--- src/rtl/rising_edge_trig_if.sv ---
// Signal bundle for the rising_edge_trig channels: monitored inputs, pulses, status and clears.
// The falling-edge pulse exists only when RISING_EDGE_TRIG_FALL_EN is defined.
interface rising_edge_trig_if #(
    parameter int WIDTH = 1,
    parameter int CNT_W = 8
);
    logic [WIDTH-1:0]       in;
    logic [WIDTH-1:0]       out;
    logic [WIDTH-1:0]       level;
    logic                   any;
    logic [WIDTH-1:0]       pending;
    logic [WIDTH-1:0]       clr;
    logic [WIDTH*CNT_W-1:0] count;
    logic                   count_clr;
`ifdef RISING_EDGE_TRIG_FALL_EN
    logic [WIDTH-1:0]       fall;

    modport master (output in, clr, count_clr,
                    input  out, level, any, pending, count, fall);
    modport slave  (input  in, clr, count_clr,
                    output out, level, any, pending, count, fall);
`else
    modport master (output in, clr, count_clr,
                    input  out, level, any, pending, count);
    modport slave  (input  in, clr, count_clr,
                    output out, level, any, pending, count);
`endif
endinterface

--- src/rtl/rising_edge_trig.sv ---
// Multi-channel synchronised rising-edge detector with sticky pending flags and saturating counters.
// Optional falling-edge pulses are enabled by defining RISING_EDGE_TRIG_FALL_EN.
module rising_edge_trig #(
    parameter int WIDTH       = 1,
    parameter int SYNC_STAGES = 2,
    parameter int CNT_W       = 8
) (
    input  logic              clk,
    input  logic              nrst,
    rising_edge_trig_if.slave bus
);
    logic [WIDTH-1:0] level_w;
    logic [WIDTH-1:0] prev_q, prev_d;
    logic [WIDTH-1:0] out_q, out_d;
    logic             any_q, any_d;
    logic [WIDTH-1:0] pending_q, pending_d;
    logic [CNT_W-1:0] count_q [WIDTH];
    logic [CNT_W-1:0] count_d [WIDTH];
`ifdef RISING_EDGE_TRIG_FALL_EN
    logic [WIDTH-1:0] fall_q, fall_d;
`endif

    // Stage 0 sits in the low WIDTH bits; the last stage (the usable level) in the top bits.
    generate
        if (SYNC_STAGES == 0) begin : g_nosync
            assign level_w = bus.in;
        end else begin : g_sync
            logic [SYNC_STAGES*WIDTH-1:0] sync_q, sync_d;

            always_comb begin
                sync_d            = sync_q << WIDTH;
                sync_d[WIDTH-1:0] = bus.in;
            end

            always_ff @(posedge clk or negedge nrst) begin
                if (!nrst) sync_q <= '0;
                else       sync_q <= sync_d;
            end

            assign level_w = sync_q[SYNC_STAGES*WIDTH-1 -: WIDTH];
        end
    endgenerate

    always_comb begin
        prev_d    = level_w;
        out_d     = level_w & ~prev_q;
        // A new edge outranks a clear arriving in the same cycle.
        pending_d = (pending_q & ~bus.clr) | out_q;
`ifdef RISING_EDGE_TRIG_FALL_EN
        fall_d    = ~level_w & prev_q;
        any_d     = |(out_d | fall_d);
`else
        any_d     = |out_d;
`endif
        for (int i = 0; i < WIDTH; i++) begin
            count_d[i] = count_q[i];
            if (bus.count_clr)
                count_d[i] = {{(CNT_W-1){1'b0}}, out_q[i]};
            else if (out_q[i] && (count_q[i] != {CNT_W{1'b1}}))
                count_d[i] = count_q[i] + 1'b1;
        end
    end

    always_ff @(posedge clk or negedge nrst) begin
        if (!nrst) begin
            prev_q    <= '0;
            out_q     <= '0;
            any_q     <= 1'b0;
            pending_q <= '0;
            for (int i = 0; i < WIDTH; i++) count_q[i] <= '0;
        end else begin
            prev_q    <= prev_d;
            out_q     <= out_d;
            any_q     <= any_d;
            pending_q <= pending_d;
            for (int i = 0; i < WIDTH; i++) count_q[i] <= count_d[i];
        end
    end

`ifdef RISING_EDGE_TRIG_FALL_EN
    always_ff @(posedge clk or negedge nrst) begin
        if (!nrst) fall_q <= '0;
        else       fall_q <= fall_d;
    end

    assign bus.fall = fall_q;
`endif

    generate
        for (genvar g = 0; g < WIDTH; g++) begin : g_cnt
            assign bus.count[g*CNT_W +: CNT_W] = count_q[g];
        end
    endgenerate

    assign bus.out     = out_q;
    assign bus.level   = level_w;
    assign bus.any     = any_q;
    assign bus.pending = pending_q;
endmodule

--- src/flat_wrapper.sv ---
// flat-port wrapper written by rule: the top's interface ports become plain ports
module rising_edge_trig_flat 
#(
    parameter int WIDTH       = 1,
    parameter int SYNC_STAGES = 2,
    parameter int CNT_W       = 8
)
  (clk, nrst, bus_in, bus_clr, bus_count_clr, bus_out, bus_level, bus_any, bus_pending, bus_count);
  rising_edge_trig_if #(.WIDTH(WIDTH), .CNT_W(CNT_W)) bus_i ();
  input  logic clk;
  input  logic nrst;
  input wire logic [$bits(bus_i.in)-1:0] bus_in;
  input wire logic [$bits(bus_i.clr)-1:0] bus_clr;
  input wire logic [$bits(bus_i.count_clr)-1:0] bus_count_clr;
  output wire logic [$bits(bus_i.out)-1:0] bus_out;
  output wire logic [$bits(bus_i.level)-1:0] bus_level;
  output wire logic [$bits(bus_i.any)-1:0] bus_any;
  output wire logic [$bits(bus_i.pending)-1:0] bus_pending;
  output wire logic [$bits(bus_i.count)-1:0] bus_count;
  assign bus_i.in = bus_in;
  assign bus_i.clr = bus_clr;
  assign bus_i.count_clr = bus_count_clr;
  assign bus_out = bus_i.out;
  assign bus_level = bus_i.level;
  assign bus_any = bus_i.any;
  assign bus_pending = bus_i.pending;
  assign bus_count = bus_i.count;
  rising_edge_trig #(.WIDTH(WIDTH), .SYNC_STAGES(SYNC_STAGES), .CNT_W(CNT_W)) u_core (.clk(clk), .nrst(nrst), .bus(bus_i));
endmodule
--- config.mk ---
export PLATFORM = sky130hd
export DESIGN_NAME = rising_edge_trig_flat
export DESIGN_NICKNAME = d
export VERILOG_FILES = /design/src/rtl/rising_edge_trig_if.sv /design/src/rtl/rising_edge_trig.sv /design/src/flat_wrapper.sv
export SDC_FILE = /design/constraint.sdc
export NUM_CORES = 1
export LEC_CHECK = 0
export ABC_AREA = 1
export CORE_MARGIN = 1
export CORE_UTILIZATION = 25
export DETAILED_ROUTE_END_ITERATION = 12
export SYNTH_ARGS = -nofsm -noshare
export SYNTH_HDL_FRONTEND = slang
export SYNTH_SLANG_ARGS = --single-unit
--- constraint.sdc ---
create_clock -name clk -period 1.7 [get_ports clk]
set_clock_uncertainty 0.05 [all_clocks]
set_input_delay 0.34 -clock clk [delete_from_list [all_inputs] [get_ports clk]]
set_output_delay 0.34 -clock clk [all_outputs]
set_load 0.005 [all_outputs]
==> out/qor.yml <==
ys_seq_elements: 13
peakVddDrop_v: 0.000439
drv_cap: 0
finalHoldViolCount: 0
post-route-period-util: 0.957
holdWs_ns: 0.304
cp.arrival_ns: 1.24
path_buf_inv: 1
tns_ns: 0
vias: 603
port_buffers: 16
grt_pass1_vias: 595
path_class: "reg -> out"
path_delay_family: "buffers and inverters"
synth_most_common_cell: "nand2_1"
grt_usage: 0.124
num-nets-final: 110
start_util: 0.266
clk_latency_ns: 0.28
cts_root_buf: "clkbuf_4"
grt_pass1_wl_um: 2470
status: "finished clean"
vias_per_cell: 4.53
cp_cell_sequence: "clkdlybuf4s50_1"
power_frac_comb: 0.130
cp_max_fo: 5
finalInstanceArea_um2: 902
syn_inst: 81
final_cells: 133
antenna_cells: 0
yosysTopAreaCellShare: 0.493
die_w_um: 53.4
p_leak_nw: 0.435
final.min_clock_period_ns: 1.63
slew_headroom: 0.813
synthArstFlopShare: 1.00
synth_top_cell_by_area: "dfrtp_1"
core_area_um2: 2480
rsz0062_at_grt: "no"
cts-buffers-inserted: 3
power.switching_mw: 0.154
syn_area_per_cell_um2: 8.14
synth_cell_types: 18
p_int_mw: 0.451
seq_area_frac_synth: 0.493
first_pass_iters: 4
post_drt_wl_per_cell_um: 10.6
die_y_um: 53.4
clockBufferDepth: 2
grt_max_degree: 14
drt-total-wl_um: 1420
num_rows: 18
synth_nets: 87
synth_edf_count: 0
power_frac_seq: 0.550
fmax_ghz: 0.615
grt-ovfl-total: 0
power.total_mw: 0.605
max_stage_delay_ns: 0.53
cp-end-kind: "primary output"
ys.warnings.count: 0
slew_violations: 0
clock-sinks: 13
nFillCells: 264
drc: 0
ioPinCount: 17
synth_flop_cell: "dfrtp_1"
crit_required_ns: 1.31
synth.area.top_cells: "dfrtp_1 (49%), nand2_1 (15%), inv_1 (5.7%)"
placed_area_um2: 872
antenna_found_initial: 0
clkTransAtPathRegs_ns: 0.08
holdCritPathClass: "in -> async"
htreeDepth: 1
setup_viol: 0
worst_slew_pin_slew_ns: 0.281
p_per_area_nw_per_um2: 671
tritoncts: "built"
synth_common_cells: "nand2_1 (26), dfrtp_1 (13), inv_1 (10), nand3_1 (6), nor2_1 (6)"
syn-cell-area_um2: 659
worstSetupStartpointType: "register"
cp_slowest_cell: "clkdlybuf4s50_1"
syn2layout_area_growth_pct: 36.8
gp_congestion: 0.854
drt_iter0_markers: 17
detail-route-antenna-nets: 0
place_hpwl_um: 1070
p_sw_frac: 0.255
drive_above_1_share: 0.155
fp.dieArea_um2: 2850
dp.cells: 129
p_clk_frac: 0.319
-- state kept, by name (all words and copies together) (netlist names) --
name / count
u_core.prev_q: 1
u_core.bus.count: 8
u_core.bus.pending: 1
u_core.g_sync.sync_q: 2
u_core.bus.any: 1
-- path summary, 6_finish.rpt --
path / start / endpoint / slack [ns] / cells past startpoint
min: nrst / u_core.bus.count[2] / 0.30 / 2
max in group asynchronous: nrst / u_core.bus.count[3] / 1.12 / 2
min reg2reg: u_core.g_sync.sync_q[0] / u_core.g_sync.sync_q[1] / 0.32 / 0
min in group clk: u_core.g_sync.sync_q[0] / u_core.g_sync.sync_q[1] / 0.32 / 0
max reg2reg: u_core.bus.count[0] / u_core.bus.count[1] / 0.24 / 6
max: u_core.bus.count[0] / bus_count[0] / 0.07 / 1
-- power groups by stage --
stage                     clock network, mW  registers (mW)  logic, mW
final                                 0.193           0.333     0.0788
after global placement                    0           0.339     0.0785
after detailed placement                  0           0.339     0.0786
after global routing                  0.212           0.335     0.0873
after CTS                             0.200           0.333     0.0797
after floorplan                           0           0.340     0.0266
-- kinds of logic after synthesis --
| logic type | share of synthesized area |
|---|---|
| buffers and inverters | 0.0759 |
| adder cells (fa/ha/maj) | 0.0190 |
| XOR/XNOR | 0.0133 |
| flip-flops | 0.493 |
| AND/OR/NAND/NOR | 0.334 |
| AO/OA/AOI/OAI | 0.0645 |
-- per-stage QoR --
stage                     worst slack, ns   util
after global routing               0.0144  0.364
after detailed placement            0.250  0.352
after CTS                          0.0334  0.363
after global placement              0.286  0.352
after floorplan                     0.381      -
final                              0.0739  0.364
-- cell type report --
type | instances | area (um2) | share of cell area
timing repair buffer | 19 | 183 | 0.202
clock inverter | 1 | 5.00 | 0.00555
inverter | 11 | 42.5 | 0.0472
multi-input combinational | 56 | 284 | 0.315
sequential | 13 | 328 | 0.363
tap | 30 | 37.5 | 0.0416
clock buffer | 3 | 22.5 | 0.0250
-- what timing repair did --
action | in CTS | in global routing
endpoints found under the setup margin | 0 | 2
buffers inserted | 0 | 0
hold buffers | 0 | 0
gates resized for setup | 0 | 2
-- layer usage --
metal  part of all wire  vias to the layer above  track usage
met5                  0                        -            0
met4              0.019                        0       0.0877
met3              0.043                        4       0.0287
met2               0.48                       22        0.192
met1               0.46                      283        0.149
li1                   -                      294            -
-- cell usage in the layout (no fill, tap or decap) --
master	n
dfrtp_2	2
inv_1	10
nand2_4	3
nor2_2	1
xor2_1	1
nor2_4	1
o21bai_1	1
clkbuf_4	3
ha_1	1
clkinv_2	2
buf_4	3
nand2_1	26
nand2_2	1
clkdlybuf4s50_1	16
o21ai_0	2
o21ai_1	1
dfrtp_1	11
nor2_1	6
nand4_1	2
a21oi_1	4
nand3_1	6
Note: power is estimated with default switching activity, not from simulation.
